<file path="src/rtl/fifo_arb_pkg.sv">
// Shared types and helpers for the round-robin FIFO write arbiter.
package fifo_arb_pkg;

  typedef enum logic {
    ARB_IDLE  = 1'b0,
    ARB_GRANT = 1'b1
  } arb_state_t;

  // Modulo-n increment with an explicit wrap, so non-power-of-two counts work.
  function automatic int unsigned rr_next(input int unsigned ptr, input int unsigned n);
    return (ptr + 32'd1 >= n) ? 32'd0 : ptr + 32'd1;
  endfunction

endpackage

</file>
<file path="src/rtl/rr_priority_picker.sv">
// Combinational round-robin picker: first asserted request at or after ptr_i, wrapping mod N.
module rr_priority_picker #(
  parameter int N = 4,
  localparam int IW = (N > 1) ? $clog2(N) : 1
) (
  input  logic [N-1:0]  req_i,
  input  logic [IW-1:0] ptr_i,
  output logic          found_o,
  output logic [IW-1:0] idx_o
);

  int unsigned   cand;
  logic [IW-1:0] cand_idx;

  // Scan from the farthest offset down so the closest request to ptr_i wins last.
  always_comb begin
    // NOTE: every combinational output gets a default first so no path can infer a latch.
    found_o  = 1'b0;
    idx_o    = '0;
    cand     = 0;
    cand_idx = '0;
    for (int k = N - 1; k >= 0; k--) begin
      cand = 32'(ptr_i) + 32'(k);
      if (cand >= 32'(N)) cand = cand - 32'(N);
      cand_idx = IW'(cand);
      if (req_i[cand_idx]) begin
        found_o = 1'b1;
        idx_o   = cand_idx;
      end
    end
  end

endmodule

</file>
<file path="src/rtl/fifo_wr_arbiter.sv">
// Round-robin burst arbiter sharing one FIFO write port between NUM_REQ producers,
// with FIFO-full backpressure steered to the granted producer's ready.
module fifo_wr_arbiter
  import fifo_arb_pkg::*;
#(
  parameter int NUM_REQ    = 4,
  parameter int DATA_WIDTH = 8,
  parameter int MAX_BURST  = 4
) (
  input  logic                          clk,
  input  logic                          reset,
  input  logic [NUM_REQ-1:0]            req_valid,
  input  logic [NUM_REQ*DATA_WIDTH-1:0] req_data,
  input  logic [NUM_REQ-1:0]            req_last,
  output logic [NUM_REQ-1:0]            req_ready,
  input  logic                          fifo_full,
  output logic                          fifo_wr,
  output logic [DATA_WIDTH-1:0]         fifo_wdata,
  output logic [$clog2(NUM_REQ)-1:0]    grant_id,
  output logic                          busy
);

  localparam int IDX_W = $clog2(NUM_REQ);
  localparam int CNT_W = $clog2(MAX_BURST + 1);

  arb_state_t       state_q;
  logic [IDX_W-1:0] rr_ptr_q;
  logic [IDX_W-1:0] grant_id_q;
  logic [CNT_W-1:0] burst_cnt_q;

  logic             pick_found;
  logic [IDX_W-1:0] pick_idx;

  rr_priority_picker #(.N(NUM_REQ)) u_picker (
    .req_i   (req_valid),
    .ptr_i   (rr_ptr_q),
    .found_o (pick_found),
    .idx_o   (pick_idx)
  );

  logic [DATA_WIDTH-1:0] data_slices [NUM_REQ];

  for (genvar i = 0; i < NUM_REQ; i++) begin : g_slices
    assign data_slices[i] = req_data[i*DATA_WIDTH +: DATA_WIDTH];
  end

  logic granted;
  logic g_valid;
  logic g_last;
  logic xfer;
  logic burst_done;
  logic release_grant;

  assign granted    = (state_q == ARB_GRANT);
  assign g_valid    = req_valid[grant_id_q];
  assign g_last     = req_last[grant_id_q];
  assign xfer       = granted & g_valid & ~fifo_full;
  assign burst_done = (burst_cnt_q == CNT_W'(MAX_BURST - 1));
  // A stalled-by-full grant is held; only abandon, last, or a full burst release it.
  assign release_grant = granted & (~g_valid | (xfer & (g_last | burst_done)));

  always_comb begin
    req_ready = '0;
    if (granted) req_ready[grant_id_q] = ~fifo_full;
  end

  assign fifo_wr    = xfer;
  assign fifo_wdata = data_slices[grant_id_q];
  assign grant_id   = grant_id_q;
  assign busy       = granted;

  // NOTE: state is updated with non-blocking assignments so every register samples pre-edge values.
  always_ff @(posedge clk or posedge reset) begin
    if (reset) begin
      state_q     <= ARB_IDLE;
      rr_ptr_q    <= '0;
      grant_id_q  <= '0;
      burst_cnt_q <= '0;
    end else begin
      case (state_q)
        ARB_IDLE: begin
          if (pick_found) begin
            grant_id_q  <= pick_idx;
            burst_cnt_q <= '0;
            state_q     <= ARB_GRANT;
          end
        end
        ARB_GRANT: begin
          if (xfer) burst_cnt_q <= burst_cnt_q + 1'b1;
          if (release_grant) begin
            state_q  <= ARB_IDLE;
            rr_ptr_q <= IDX_W'(rr_next(32'(grant_id_q), NUM_REQ));
          end
        end
        default: state_q <= ARB_IDLE;
      endcase
    end
  end

endmodule

</file>
<file path="config.mk">
export PLATFORM = sky130hd
export DESIGN_NAME = fifo_wr_arbiter
export DESIGN_NICKNAME = d
export VERILOG_FILES = /design/src/rtl/fifo_arb_pkg.sv /design/src/rtl/rr_priority_picker.sv /design/src/rtl/fifo_wr_arbiter.sv
export SDC_FILE = /design/constraint.sdc
export NUM_CORES = 1
export LEC_CHECK = 0
export ABC_AREA = 0
export CAP_MARGIN = 0
export CORE_MARGIN = 8
export CORE_UTILIZATION = 36
export CTS_CLUSTER_DIAMETER = 40
export CTS_CLUSTER_SIZE = 20
export DETAILED_ROUTE_END_ITERATION = 8
export PLACE_DENSITY = 0.85
export SLEW_MARGIN = 20
export SYNTH_ARGS = -nofsm -noshare
export SYNTH_HDL_FRONTEND = slang
export SYNTH_SLANG_ARGS = --single-unit
</file>
<file path="constraint.sdc">
create_clock -name clk -period 3.3 [get_ports clk]
set_clock_uncertainty 0.15 [all_clocks]
set_input_delay 0.33 -clock clk [delete_from_list [all_inputs] [get_ports clk]]
set_output_delay 0.33 -clock clk [all_outputs]
set_load 0.01 [all_outputs]
</file>
==> summary.md, run 1 <==
| Metric | Value |
|---|---|
| Clock Root Buffer | clkbuf_4 |
| Vias in the first global route | 856 |
| Layout cell share with drive strength beyond 1 | 13.5% |
| Clk Latency, worst-skew pair | 0.24 ns |
| Crit share post-route | between 70% and 80% |
| Ant. Diodes | 0 |
| Worst slack at placement | 0.731 ns |
| Post-CTS sizing | 0 |
| Critical path type | primary input to output port |
| First-pass GRT wire length | approximately 4700 microns |
| Endpoints failing hold | 0 |
| Reg2Reg Depth | 5 |
| Leak pwr | ~0.58 nW |
| Setup violations, final | 0 |
| Drt pass-1 iters | 7 |
| Via count | 830 |
| Slew headroom | 52.2% |
| Die area | 0.00388 sq mm |
| Total Power | 0.910 mW |
| Fillers | between 150 and 200 |
| Worst Path Required | about 2.8 ns |
| Ranking of synthesized cells by area | mux4_2 26%, dfrtp_1 26%, ha_1 9.7%, mux2i_1 3.9%, inv_1 3.9% |
| Number of CTS-inserted buffers | 3 |
| DRC errors left | 0 |
| Worst IR Drop VDD | between 0.5 and 0.6 mV |
| Sum Neg Setup Slack | 0 ns |
| Post-synthesis sequential area ratio | 26.0% |
| Clk sinks | 8 |
| Synth warnings | 0 |
| Power per cell area | 644 mW/mm^2 |
| Die height | 62.3 microns |
| FF+latch area | 200 sq um |
| Final GP Congestion | 0.816 |
| Final WS setup | 0.724 ns |
| Io pins | 59 |
| Syn nets | around 120 |
| Postcts setup bufs | 0 |
| Mapped cell area | around 770 sq um |
| CP Max Fanout | 6 |
| Nets@finish | 184 |
| CTS clk-pin slew, worst paths | 0.05 ns |
| Total track usage | 14.6% |
| Buffers on Ports | 58 |
| Synth area leader | mux4_2 |
| Antenna viol nets, final | 0 |
| Number of synthesized register bits | 8 |
| Vias/cell | 5.19 |
| Per-cell routed wire length | 17.4 microns |
| Status | finished, final reports clean |
| Non-Filler Instances | 160 |
| Multi-input logic area | 532 sq um |
| DP Wirelength | 2380 microns |
| Total Wirelength | ~2800 microns |
| GR Overflow Total | 0 |
| RSZ-0062 raised after global routing | no |
| Yosys top cell area share | 26.3% |
| Number of antenna violations at the first check in global routing | 0 |
| Slew @ Worst Pin | a little over 0.7 ns |
| Core ar. | 0.00198 sq mm |
| Area growth syn-to-layout | 83.4% |
| Pin count of the biggest net entering global routing | 17 |
| HP Class | primary input to async pin |
| CTS tree | yes |
| Worst setup EP type | output port |
| Synth Instances | 72 |
| WP data arrival | 2.10 ns |
| DP Cell Count | 157 |
| Mean Syn Cell Area | 10.7 sq um |
| Die width | 62.3 microns |
| Clk buf depth | 2 |
| H-tree depth | 1 |
| Critical path startpoint category | primary input |
| Min Hold Slack | 0.171 ns |
| Final Max Tran Viols | 0 |
| Hold Buf Count CTS | 0 |
| Row count | 16 |
| Initial core utilization | 38.9% |
| Fmax | around 0.39 GHz |
| Library cells used by synthesis | 24 |
| Tmin final | between 2 and 3 ns |
| Number of DRC markers in iteration 0 | 38 |
| Max-cap viol count | 0 |
registers in the layout, summed over array words and instances (netlist names):
name / cells
burst_cnt_q: 3
rr_ptr_q: 2
grant_id: 2
busy: 1
metal layers:
layer  GRT usage (%)  up-vias  part of all wire, %
li1                -      393                    -
met4            4.27        0                    0
met3            4.48        0                  9.8
met1            17.7      385                   44
met5               0        -                    0
met2            24.2       52                   46
cell type report:
cell class | instances | area share, %
sequential | 8 | 14.2
tap | 27 | 2.39
clock buffer | 3 | 1.59
multi-input combinational | 54 | 37.6
timing repair buffer | 60 | 42.1
inverter | 8 | 2.12
synthesized netlist by cell type:
cell type  count
dfrtp_1        8
o21a_1         1
clkbuf_1       1
mux2i_1        3
nand2b_1       1
nand3_1        5
a21oi_1        3
nor2_1         3
nand2_1        5
a21bo_2        1
mux4_2         9
mux2_1         2
a31oi_2        1
a31oi_1        1
buf_2          1
nor2_2         1
o21ai_0        4
o22ai_1        1
inv_1          8
and2_1         4
nor2b_1        1
ha_1           6
o41ai_1        1
o41ai_2        1
cells in the final DEF (no fill, tap or decap), drive strengths merged:
cell type / count
a21bo: 1
a21oi: 3
a31oi: 2
and2: 4
buf: 2
clkbuf: 3
clkdlybuf4s50: 58
dfrtp: 8
ha: 6
inv: 8
mux2: 2
mux2i: 3
mux4: 9
nand2: 5
nand2b: 1
nand3: 5
nor2: 4
nor2b: 1
o21a: 1
o21ai: 4
o22ai: 1
o41ai: 2
worst paths after layout:
path,from,endpoint,slack (ns)
setup / recovery,req_valid[0],fifo_wr,0.72
hold / removal,reset,busy,0.17
setup reg to reg,grant_id[1],rr_ptr_q[0],1.39
hold reg to reg,burst_cnt_q[2],burst_cnt_q[2],0.36
max in group asynchronous,reset,rr_ptr_q[1],2.61
min in group clk,burst_cnt_q[2],burst_cnt_q[2],0.36
power breakdown:
part           leakage [nW]  switching (mW)  internal, mW
clock network        0.0138          0.0285        0.0413
registers             0.100          0.0342         0.140
logic                 0.465           0.286         0.380
total                 0.579           0.349         0.561
metrics by stage:
step / cell area [sq um] / utilization, %
floorplan: 771 / -
finish: 1410 / 71.3
global placement: 1390 / 70.2
CTS: 1410 / 71.3
global route: 1410 / 71.3
detailed placement: 1390 / 70.2
cell families after synthesis:
logic type / synth area share, %
AND/OR/NAND/NOR: 12.8
multiplexers: 33.1
adder cells (fa/ha/maj): 9.74
buffers and inverters: 5.03
AO/OA/AOI/OAI: 13.3
flip-flops: 26.0
critical path, cell delays in order:
cell and delay, ns:
clkdlybuf4s50_1 0.51, mux4_2 0.55, nand2_1 0.17, inv_1 0.05, clkdlybuf4s50_1 0.48
(Power assumes the default switching activity.)
==> run 2: changes to the inputs <==
Settings changed: CORE_UTILIZATION 36 to 30, PLACE_DENSITY 0.85 to 0.76.
Clock period 3.3 ns to 2.35 ns, I/O delays scaled along.
==> run 2 against run 1 <==
Effect of this change: core utilization is 11 points lower; sequential power rose by 51%; first-iteration DRC count fell by 58%; clock power increased by 50%; die area is 15% higher; cell count grew 6.3%; final area increased by 4.1%; combinational power rose by 42%; register-to-register slack got worse by 0.83 ns.
==> summary.md, run 2 (same netlist as run 1, synthesis figures left out) <==
| Metric | Value |
|---|---|
| Drt pass-1 iters | 4 (was 7) |
| Worst IR Drop VDD | 0.662 mV (was 0.528 mV) |
| Critical path startpoint category | register (was primary input) |
| Max-cap viol count | 0 (unchanged) |
| Clk sinks | 8 (unchanged) |
| Pin count of the biggest net entering global routing | 16 (was 17) |
| Number of CTS-inserted buffers | 3 (unchanged) |
| Endpoints failing hold | 0 (unchanged) |
| Fmax | ~0.44 GHz |
| Met2 usage | 18.5% (was 24.2%) |
| Per-cell routed wire length | 14.6 microns (was 17.4 microns) |
| RSZ-0062 raised after global routing | no (unchanged) |
| Clk Latency, worst-skew pair | 0.25 ns (was 0.24 ns) |
| Total Wirelength | 2480 microns (was 2780 microns) |
| DP Wirelength | 2210 microns (was 2380 microns) |
| Hold Buf Count CTS | 0 (unchanged) |
| Crit share post-route | 95.8% |
| Number of DRC markers in iteration 0 | 16 (was 38) |
| Sum Neg Setup Slack | 0 ns (unchanged) |
| GR Overflow Total | 0 (unchanged) |
| Worst Path Required | 1.97 ns (was 2.82 ns) |
| CTS tree | yes (unchanged) |
| Status | finished, final reports clean (unchanged) |
| Clk buf depth | 2 (unchanged) |
| HP Class | primary input to async pin (unchanged) |
| Row count | 18 (was 16) |
| Tmin final | between 2 and 2.5 ns |
| Buffers on Ports | 58 (unchanged) |
| Leak pwr | 0.611 nW (was 0.579 nW) |
| Slew headroom | 77.1% (was 52.2%) |
| Vias/cell | 4.97 (was 5.19) |
| Die height | 66.7 microns (was 62.3 microns) |
| Final GP Congestion | 0.863 (was 0.816) |
| Most frequent cells in the layout | 58 x clkdlybuf4s50_1, 9 x mux4_2, 9 x buf_4 (was 58 x clkdlybuf4s50_1, 9 x mux4_2, 8 x inv_1, 8 x dfrtp_1, 6 x ha_1) |
| Layout Utilization | 59.9% (was 71.3%) |
| Reg2Reg Depth | 6 (was 5) |
| Area growth syn-to-layout | 90.9% (was 83.4%) |
| H-tree depth | 1 (unchanged) |
| Power per cell area | 890 mW/mm^2 (was 644 mW/mm^2) |
| Vias in the first global route | 846 (was 856) |
| Post-CTS sizing | 0 (unchanged) |
| Critical path type | register to output port (was primary input to output port) |
| Commonest non-fill, non-tap cell in the layout | clkdlybuf4s50_1 (unchanged) |
| Antenna viol nets, final | 0 (unchanged) |
| Nets@finish | 191 (was 184) |
| M3 GR Usage | 4.87% (was 4.48%) |
| Total track usage | 10.9% (was 14.6%) |
| Final Max Tran Viols | 0 (unchanged) |
| Reg2reg start | burst_cnt_q[0] (was grant_id[1]) |
| CP Max Fanout | 7 (was 6) |
| Setup violations, final | 0 (unchanged) |
| Via count | 845 (was 830) |
| Core ar. | 0.00245 sq mm (was 0.00198 sq mm) |
| Layout cell share with drive strength beyond 1 | 18.6% (was 13.5%) |
| M1 GR Usage | 11.8% (was 17.7%) |
| Postcts setup bufs | 0 (unchanged) |
| CTS clk-pin slew, worst paths | 0.05 ns (about the same) |
| Worst setup EP type | output port (unchanged) |
| Peak-usage layer in the global routing report | met2 (unchanged) |
| WP data arrival | 1.87 ns (was 2.10 ns) |
| Ant. Diodes | 0 (unchanged) |
| Die area | 0.00445 sq mm (was 0.00388 sq mm) |
| Reg2Reg Capture Point | rr_ptr_q[0] (unchanged) |
| DRC errors left | 0 (unchanged) |
| R2r setup slk | 0.56 ns (was 1.39 ns) |
| Io pins | 59 (unchanged) |
| Largest register by flop count | burst_cnt_q (unchanged) |
| Slew @ Worst Pin | 0.342 ns (was 0.710 ns) |
| First-pass GRT wire length | 3820 microns (was 4650 microns) |
| Clock Root Buffer | clkbuf_4 (unchanged) |
| Number of antenna violations at the first check in global routing | 0 (unchanged) |
| Die width | 66.7 microns (was 62.3 microns) |
| Max reg flops | 3 (unchanged) |
| Initial core utilization | 31.4% (was 38.9%) |
-- run 2: changes by cell type in the layout (fill, tap and decap cells not counted) --
cell	delta
dfrtp_1	-1
buf_4	+7
dfrtp_2	+1
-- run 2: power breakdown --
group          internal [mW]  switching, mW  total (mW)
Clock                 0.0584         0.0462       0.105
Combinational          0.563          0.381       0.944
Sequential             0.198         0.0631       0.262
-- run 2: worst max path at each step --
stage                 startpoint            end  slack (ns)  depth (start not counted)
finish               grant_id[0]  fifo_wdata[6]         0.1                          3
global placement    req_valid[3]        fifo_wr        0.18                          5
global route         grant_id[0]  fifo_wdata[5]       0.002                          3
CTS                  grant_id[0]  fifo_wdata[6]       0.009                          3
floorplan            grant_id[1]    rr_ptr_q[0]        0.54                          4
detailed placement  req_valid[3]        fifo_wr        0.17                          5
-- run 2: stage by stage --
step | setup slack, ns | instances | total power, mW | hold slack, ns | area [sq um]
2_1_floorplan | 0.535 | 72 | 0.773 | -0.0993 | 771
3_3_place_gp | 0.182 | 167 | 1.20 | 0.330 | 1450
3_5_place_dp | 0.168 | 167 | 1.22 | 0.341 | 1450
4_1_cts | 0.00923 | 170 | 1.33 | 0.0696 | 1470
5_1_grt | 0.00233 | 170 | 1.42 | 0.0953 | 1470
6_report | 0.0993 | 170 | 1.31 | 0.0698 | 1470
-- run 2: worst max-delay path, stage by stage (launching register included) --
cell and delay, ns:
dfrtp_2 0.42, buf_4 0.20, mux4_2 0.50, clkdlybuf4s50_1 0.50
-- run 2: metal layers --
metal	vias up	wire length (microns)
met1	388	984
met4	0	16
met2	39	1190
li1	415	-
met5	-	0
met3	3	288
-- run 2: cell type report --
type	count	area, sq um
clock buffers	3	22.5
fillers	204	983
inverters	8	30.0
multi-input cells	54	532
flip-flops and latches	8	201
well taps	30	37.5
repair buffers	67	648
==> run 3: changes to the inputs <==
Settings changed: ABC_CLOCK_PERIOD_IN_PS set to 2350, CTS_CLUSTER_DIAMETER 40 to unset.
==> results of run 3 <==
The final DEF is identical to that of run 2; final timing and power are the same.
